`config.mk`:
```
export PLATFORM = sky130hd
export DESIGN_NAME = ring_counter_gen_flat
export DESIGN_NICKNAME = d
export VERILOG_FILES = /design/src/rtl/ring_counter_gen_if.sv /design/src/rtl/ring_counter_gen.sv /design/src/flat_wrapper.sv
export SDC_FILE = /design/constraint.sdc
export NUM_CORES = 1
export LEC_CHECK = 0
export CAP_MARGIN = 20
export CORE_AREA = 5 5 42 44
export DETAILED_ROUTE_END_ITERATION = 10
export DIE_AREA = 0 0 47 49
export GPL_TIMING_DRIVEN = 1
export PLACE_DENSITY = 0.64
export SLEW_MARGIN = 0
export SYNTH_ARGS = -nofsm -noshare
export SYNTH_HDL_FRONTEND = slang
export SYNTH_SLANG_ARGS = --single-unit
export TNS_END_PERCENT = 1
```
`constraint.sdc`:
```
create_clock -name clk -period 1.75 [get_ports clk]
set_clock_uncertainty 0.2 [all_clocks]
set_input_delay 0.2625 -clock clk [delete_from_list [all_inputs] [get_ports clk]]
set_output_delay 0.2625 -clock clk [all_outputs]
set_load 0.02 [all_outputs]
```
`src/rtl/ring_counter_gen_if.sv`:
```
// Control/status bundle for ring_counter_gen.
// The master side drives step/load/mode controls; the slave side is the counter.
interface ring_counter_gen_if #(
  parameter int WIDTH = 4
);
  localparam int STEP_W = $clog2(2 * WIDTH);

  logic              en;
  logic              load;
  logic [WIDTH-1:0]  load_val;
  logic              mode;
  logic              dir;
  logic [WIDTH-1:0]  q;
  logic [STEP_W-1:0] step;
  logic              wrap;
  logic              err;

  modport master (
    output en, load, load_val, mode, dir,
    input  q, step, wrap, err
  );

  modport slave (
    input  en, load, load_val, mode, dir,
    output q, step, wrap, err
  );
endinterface

```
`src/rtl/ring_counter_gen.sv`:
```
// Parametrised ring / Johnson counter with run-time mode and direction,
// clock enable, parallel load and a period tracker that pulses wrap.
// Optional feature macro: RING_COUNTER_SELF_CORRECT_EN - when defined, a
// non-one-hot state in ring mode is replaced by RESET_PATTERN on the next
// enabled shift and err pulses for one cycle; when undefined err is 0.
module ring_counter_gen #(
  parameter int               WIDTH         = 4,
  parameter logic [WIDTH-1:0] RESET_PATTERN = {{(WIDTH-1){1'b0}}, 1'b1}
) (
  input logic             clk,
  input logic             reset,
  ring_counter_gen_if.slave bus
);
  localparam int             STEP_W    = $clog2(2 * WIDTH);
  localparam logic [STEP_W-1:0] LAST_RING = STEP_W'(WIDTH - 1);
  localparam logic [STEP_W-1:0] LAST_JOHN = STEP_W'(2 * WIDTH - 1);

  logic [WIDTH-1:0]  q_reg,    q_next;
  logic [STEP_W-1:0] step_reg, step_next;
  logic              wrap_reg, wrap_next;
  logic              mode_q_reg;

  logic [WIDTH-1:0]  shifted;
  logic              fb_left;
  logic              fb_right;
  logic              mode_change;
  logic [STEP_W-1:0] last_step;

  // Next shift value; the incoming mode is used so a mode switch applies on its own edge
  always_comb begin
    fb_left  = bus.mode ? ~q_reg[WIDTH-1] : q_reg[WIDTH-1];
    fb_right = bus.mode ? ~q_reg[0]       : q_reg[0];
    shifted  = bus.dir ? {fb_right, q_reg[WIDTH-1:1]}
                       : {q_reg[WIDTH-2:0], fb_left};
  end

`ifdef RING_COUNTER_SELF_CORRECT_EN
  logic err_reg, err_next;
  logic q_onehot;

  // Exactly one bit set: non-zero and clearing the lowest set bit leaves zero
  always_comb begin
    q_onehot = (q_reg != '0) && ((q_reg & (q_reg - WIDTH'(1))) == '0);
  end
`endif

  // Next-state: load beats shift; step restarts on load, mode change or period end
  always_comb begin
    q_next      = q_reg;
    step_next   = step_reg;
    wrap_next   = 1'b0;
    mode_change = (bus.mode != mode_q_reg);
    last_step   = bus.mode ? LAST_JOHN : LAST_RING;
`ifdef RING_COUNTER_SELF_CORRECT_EN
    err_next    = 1'b0;
`endif
    if (bus.load) begin
      q_next    = bus.load_val;
      step_next = '0;
    end else if (bus.en) begin
      q_next = shifted;
      if (mode_change) begin
        step_next = '0;
      end else if (step_reg == last_step) begin
        step_next = '0;
        wrap_next = 1'b1;
      end else begin
        step_next = step_reg + STEP_W'(1);
      end
`ifdef RING_COUNTER_SELF_CORRECT_EN
      // Ring mode only: an illegal pattern is replaced rather than rotated
      if (!bus.mode && !q_onehot) begin
        q_next    = RESET_PATTERN;
        step_next = '0;
        wrap_next = 1'b0;
        err_next  = 1'b1;
      end
`endif
    end else if (mode_change) begin
      step_next = '0;
    end
  end

  // State register with synchronous reset
  always_ff @(posedge clk) begin
    if (reset) begin
      q_reg      <= RESET_PATTERN;
      step_reg   <= '0;
      wrap_reg   <= 1'b0;
      mode_q_reg <= bus.mode;
    end else begin
      q_reg      <= q_next;
      step_reg   <= step_next;
      wrap_reg   <= wrap_next;
      mode_q_reg <= bus.mode;
    end
  end

`ifdef RING_COUNTER_SELF_CORRECT_EN
  // Correction pulse register
  always_ff @(posedge clk) begin
    if (reset) err_reg <= 1'b0;
    else       err_reg <= err_next;
  end
  assign bus.err = err_reg;
`else
  assign bus.err = 1'b0;
`endif

  assign bus.q    = q_reg;
  assign bus.step = step_reg;
  assign bus.wrap = wrap_reg;
endmodule

```
`src/flat_wrapper.sv`:
```
// flat-port wrapper written by rule: the top's interface ports become plain ports
module ring_counter_gen_flat 
#(
  parameter int               WIDTH         = 4,
  parameter logic [WIDTH-1:0] RESET_PATTERN = {{(WIDTH-1){1'b0}}, 1'b1}
)
  (clk, reset, bus_en, bus_load, bus_load_val, bus_mode, bus_dir, bus_q, bus_step, bus_wrap, bus_err);
  ring_counter_gen_if #(.WIDTH(WIDTH)) bus_i ();
  input logic clk;
  input logic reset;
  input wire logic [$bits(bus_i.en)-1:0] bus_en;
  input wire logic [$bits(bus_i.load)-1:0] bus_load;
  input wire logic [$bits(bus_i.load_val)-1:0] bus_load_val;
  input wire logic [$bits(bus_i.mode)-1:0] bus_mode;
  input wire logic [$bits(bus_i.dir)-1:0] bus_dir;
  output wire logic [$bits(bus_i.q)-1:0] bus_q;
  output wire logic [$bits(bus_i.step)-1:0] bus_step;
  output wire logic [$bits(bus_i.wrap)-1:0] bus_wrap;
  output wire logic [$bits(bus_i.err)-1:0] bus_err;
  assign bus_i.en = bus_en;
  assign bus_i.load = bus_load;
  assign bus_i.load_val = bus_load_val;
  assign bus_i.mode = bus_mode;
  assign bus_i.dir = bus_dir;
  assign bus_q = bus_i.q;
  assign bus_step = bus_i.step;
  assign bus_wrap = bus_i.wrap;
  assign bus_err = bus_i.err;
  ring_counter_gen #(.WIDTH(WIDTH), .RESET_PATTERN(RESET_PATTERN)) u_core (.clk(clk), .reset(reset), .bus(bus_i));
endmodule
```
==> flow_summary.toml <==
[detailed_routing]
final_antenna_net_count = 0
wl_per_cell_microns = 11.8
viasPerCell = 4.88
route.detailed.drc = 0
drtPass1Iterations = 4
num_vias = 449
drt-initial-drc-count = 6
drt-total-wl_mm = 1.08

[worst_setup_path]
crit_path_top_delay_cell = "clkdlybuf4s50_1"
cpPeakStageDelay_ps = 610
startpoint_type = "flip-flop"
cp.required_ps = 1290
cp-end-kind = "output port"
critPathArrivalTime_ps = 1220
cp_num_buf_inv = 1
worstPathMaxFanout = 3
worstPathCellList = "clkdlybuf4s50_1"
path_class = "reg -> out"
cp_top_family = "buffers and inverters"

[run_status]
status = "complete, no violations"

[layout]
layout-drive-gt1-share_pct = 9.21
nets = 88
final_common_cell = "clkdlybuf4s50_1"
mostFrequentLayoutCells = "11 x clkdlybuf4s50_1, 9 x dfxtp_1, 5 x nand2_1, 5 x a21oi_1"
diodes = 0
largest_reg_flops = 4
syn_to_final_growth_pct = 48.8

[grt]
grt-ovfl-total = 0
grt_pass1_vias = 438
grt_use_total_pct = 11.1
grt_max_degree = 10
grt_pass1_wl_mm = 1.78
antenna_found_initial = 0

[clocking]
postCtsHoldBufs = 0
path_clk_slew_ps = 60
cts_sinks = 9
cts-root-buf = "clkbuf_4"
post-cts-setup-buffers = 0
cts_buffers = 3
cts_tree = "yes"
clockBufferDepth = 2
clock_latency_ps = 270
htree_levels = 1
post_cts_resized = 4

[synth]
synth_largest_area_cell = "dfxtp_1"
ys_seq_area_share_pct = 39.0
syn_inst = 55
synth_seq_cells = 9
synth_top_area_share_pct = 39.0
ys_types = 25
synth_area_sq_um = 462
synthTopCellsByArea = "dfxtp_1 39%, mux2i_1 6.5%, a21oi_1 5.4%"
synth_nets = 66
syn_avg_cell_area_sq_um = 8.39
yosysWarnings = 0

[floorplanning]
core_sq_um = 1400
dieArea_sq_um = 2300
start_util_pct = 32.9
io_pins = 19
die_x_microns = 47
row_count = 14
die_h_microns = 49

[place]
dp_hpwl_microns = 835
gp_congestion = 0.725
preCtsSetupSlack_ps = 26.5
portBuffers = 17

[sta]
setup_ws_ps = 70.3
period_needed_ps = 1680
rsz0062_at_grt = "false"
hold_viol = 0
maxSlewViolCount = 0
hold_slack_ps = 306
fin_tns_setup_ps = 0
setup_viol = 0
max_freq_ghz = 0.595
min_period_over_period_pct = 96.0

[power]
leakage_uw = 0.000318
irDropWorstVdd_mv = 0.379
power.density_nw_per_um2 = 712

[flow_run]
max_cap_violations = 0

[hold_path]
hold_class = "reg -> reg"
metrics by stage:
| stage | instance area (sq um) | total power, uW | utilization [%] | instances |
|---|---|---|---|---|
| 2_1_floorplan | 462 | 281 | - | 55 |
| 3_3_place_gp | 661 | 330 | 47.1 | 88 |
| 3_5_place_dp | 661 | 331 | 47.1 | 88 |
| 4_1_cts | 682 | 495 | 48.7 | 92 |
| 5_1_grt | 687 | 522 | 49.0 | 92 |
| 6_report | 687 | 489 | 49.0 | 92 |
layer usage:
metal  global-route usage, %  vias to the layer above  wire, microns
li1                        -                      226              -
met1                    12.4                      204            459
met2                    16.5                       14            513
met3                    4.80                        5             82
met4                    6.91                        0             27
met5                       0                        -              0
cell type report:
class / instances / area [sq um]
clock buffer: 4 / 26.3
fill: 143 / 714
inverter: 2 / 7.51
multi-input combinational: 40 / 253
sequential: 9 / 180
tap: 16 / 20.0
timing repair buffer: 21 / 200
power by group:
group / total, uW / internal [uW] / switching [uW] / leakage, uW
clock: 166 / 88.2 / 77.6 / 0.0000150
sequential: 223 / 214 / 8.91 / 0.0000740
combinational: 99.9 / 53.6 / 46.3 / 0.000229
total: 489 / 356 / 133 / 0.000318
kinds of logic after synthesis:
family | after synthesis | synth area share (%)
other cells | 1 | 0.812
xor+xnor | 4 | 7.59
mux | 3 | 6.50
fa+ha+maj | 1 | 2.71
buf+inv | 6 | 6.23
simple gates | 18 | 19.5
flops | 9 | 39.0
compound gates | 13 | 17.6
cells in the mapped netlist:
cell type,count
dfxtp_1,9
a21oi_1,5
nand2_1,5
nor2_1,4
mux2i_1,3
nor2b_1,3
a211o_1,2
a31oi_1,2
buf_2,2
inv_1,2
o21ai_0,2
xnor2_1,2
xor2_1,2
a21boi_0,1
buf_4,1
clkbuf_1,1
conb_1,1
ha_1,1
nand2b_1,1
nand3_1,1
nand3b_1,1
nor3_1,1
nor3b_1,1
o31a_1,1
or3_1,1
worst register-to-register path, stage by stage, from the launching register on:
cell and delay, ps:
dfxtp_1 360, ha_1 180, nand2_1 90, or3_1 340
a21boi_0 150
path summary, 6_finish.rpt:
kind,start,end,slack (ps),depth (start not counted)
max reg2reg,u_core.bus.step[0],u_core.bus.step[2],370,4
min,u_core.bus.step[0],u_core.bus.step[0],310,2
max,u_core.bus.step[1],bus_step[1],70,1
min reg2reg,u_core.bus.step[0],u_core.bus.step[0],310,2
Note: power is estimated with default switching activity, not from simulation.
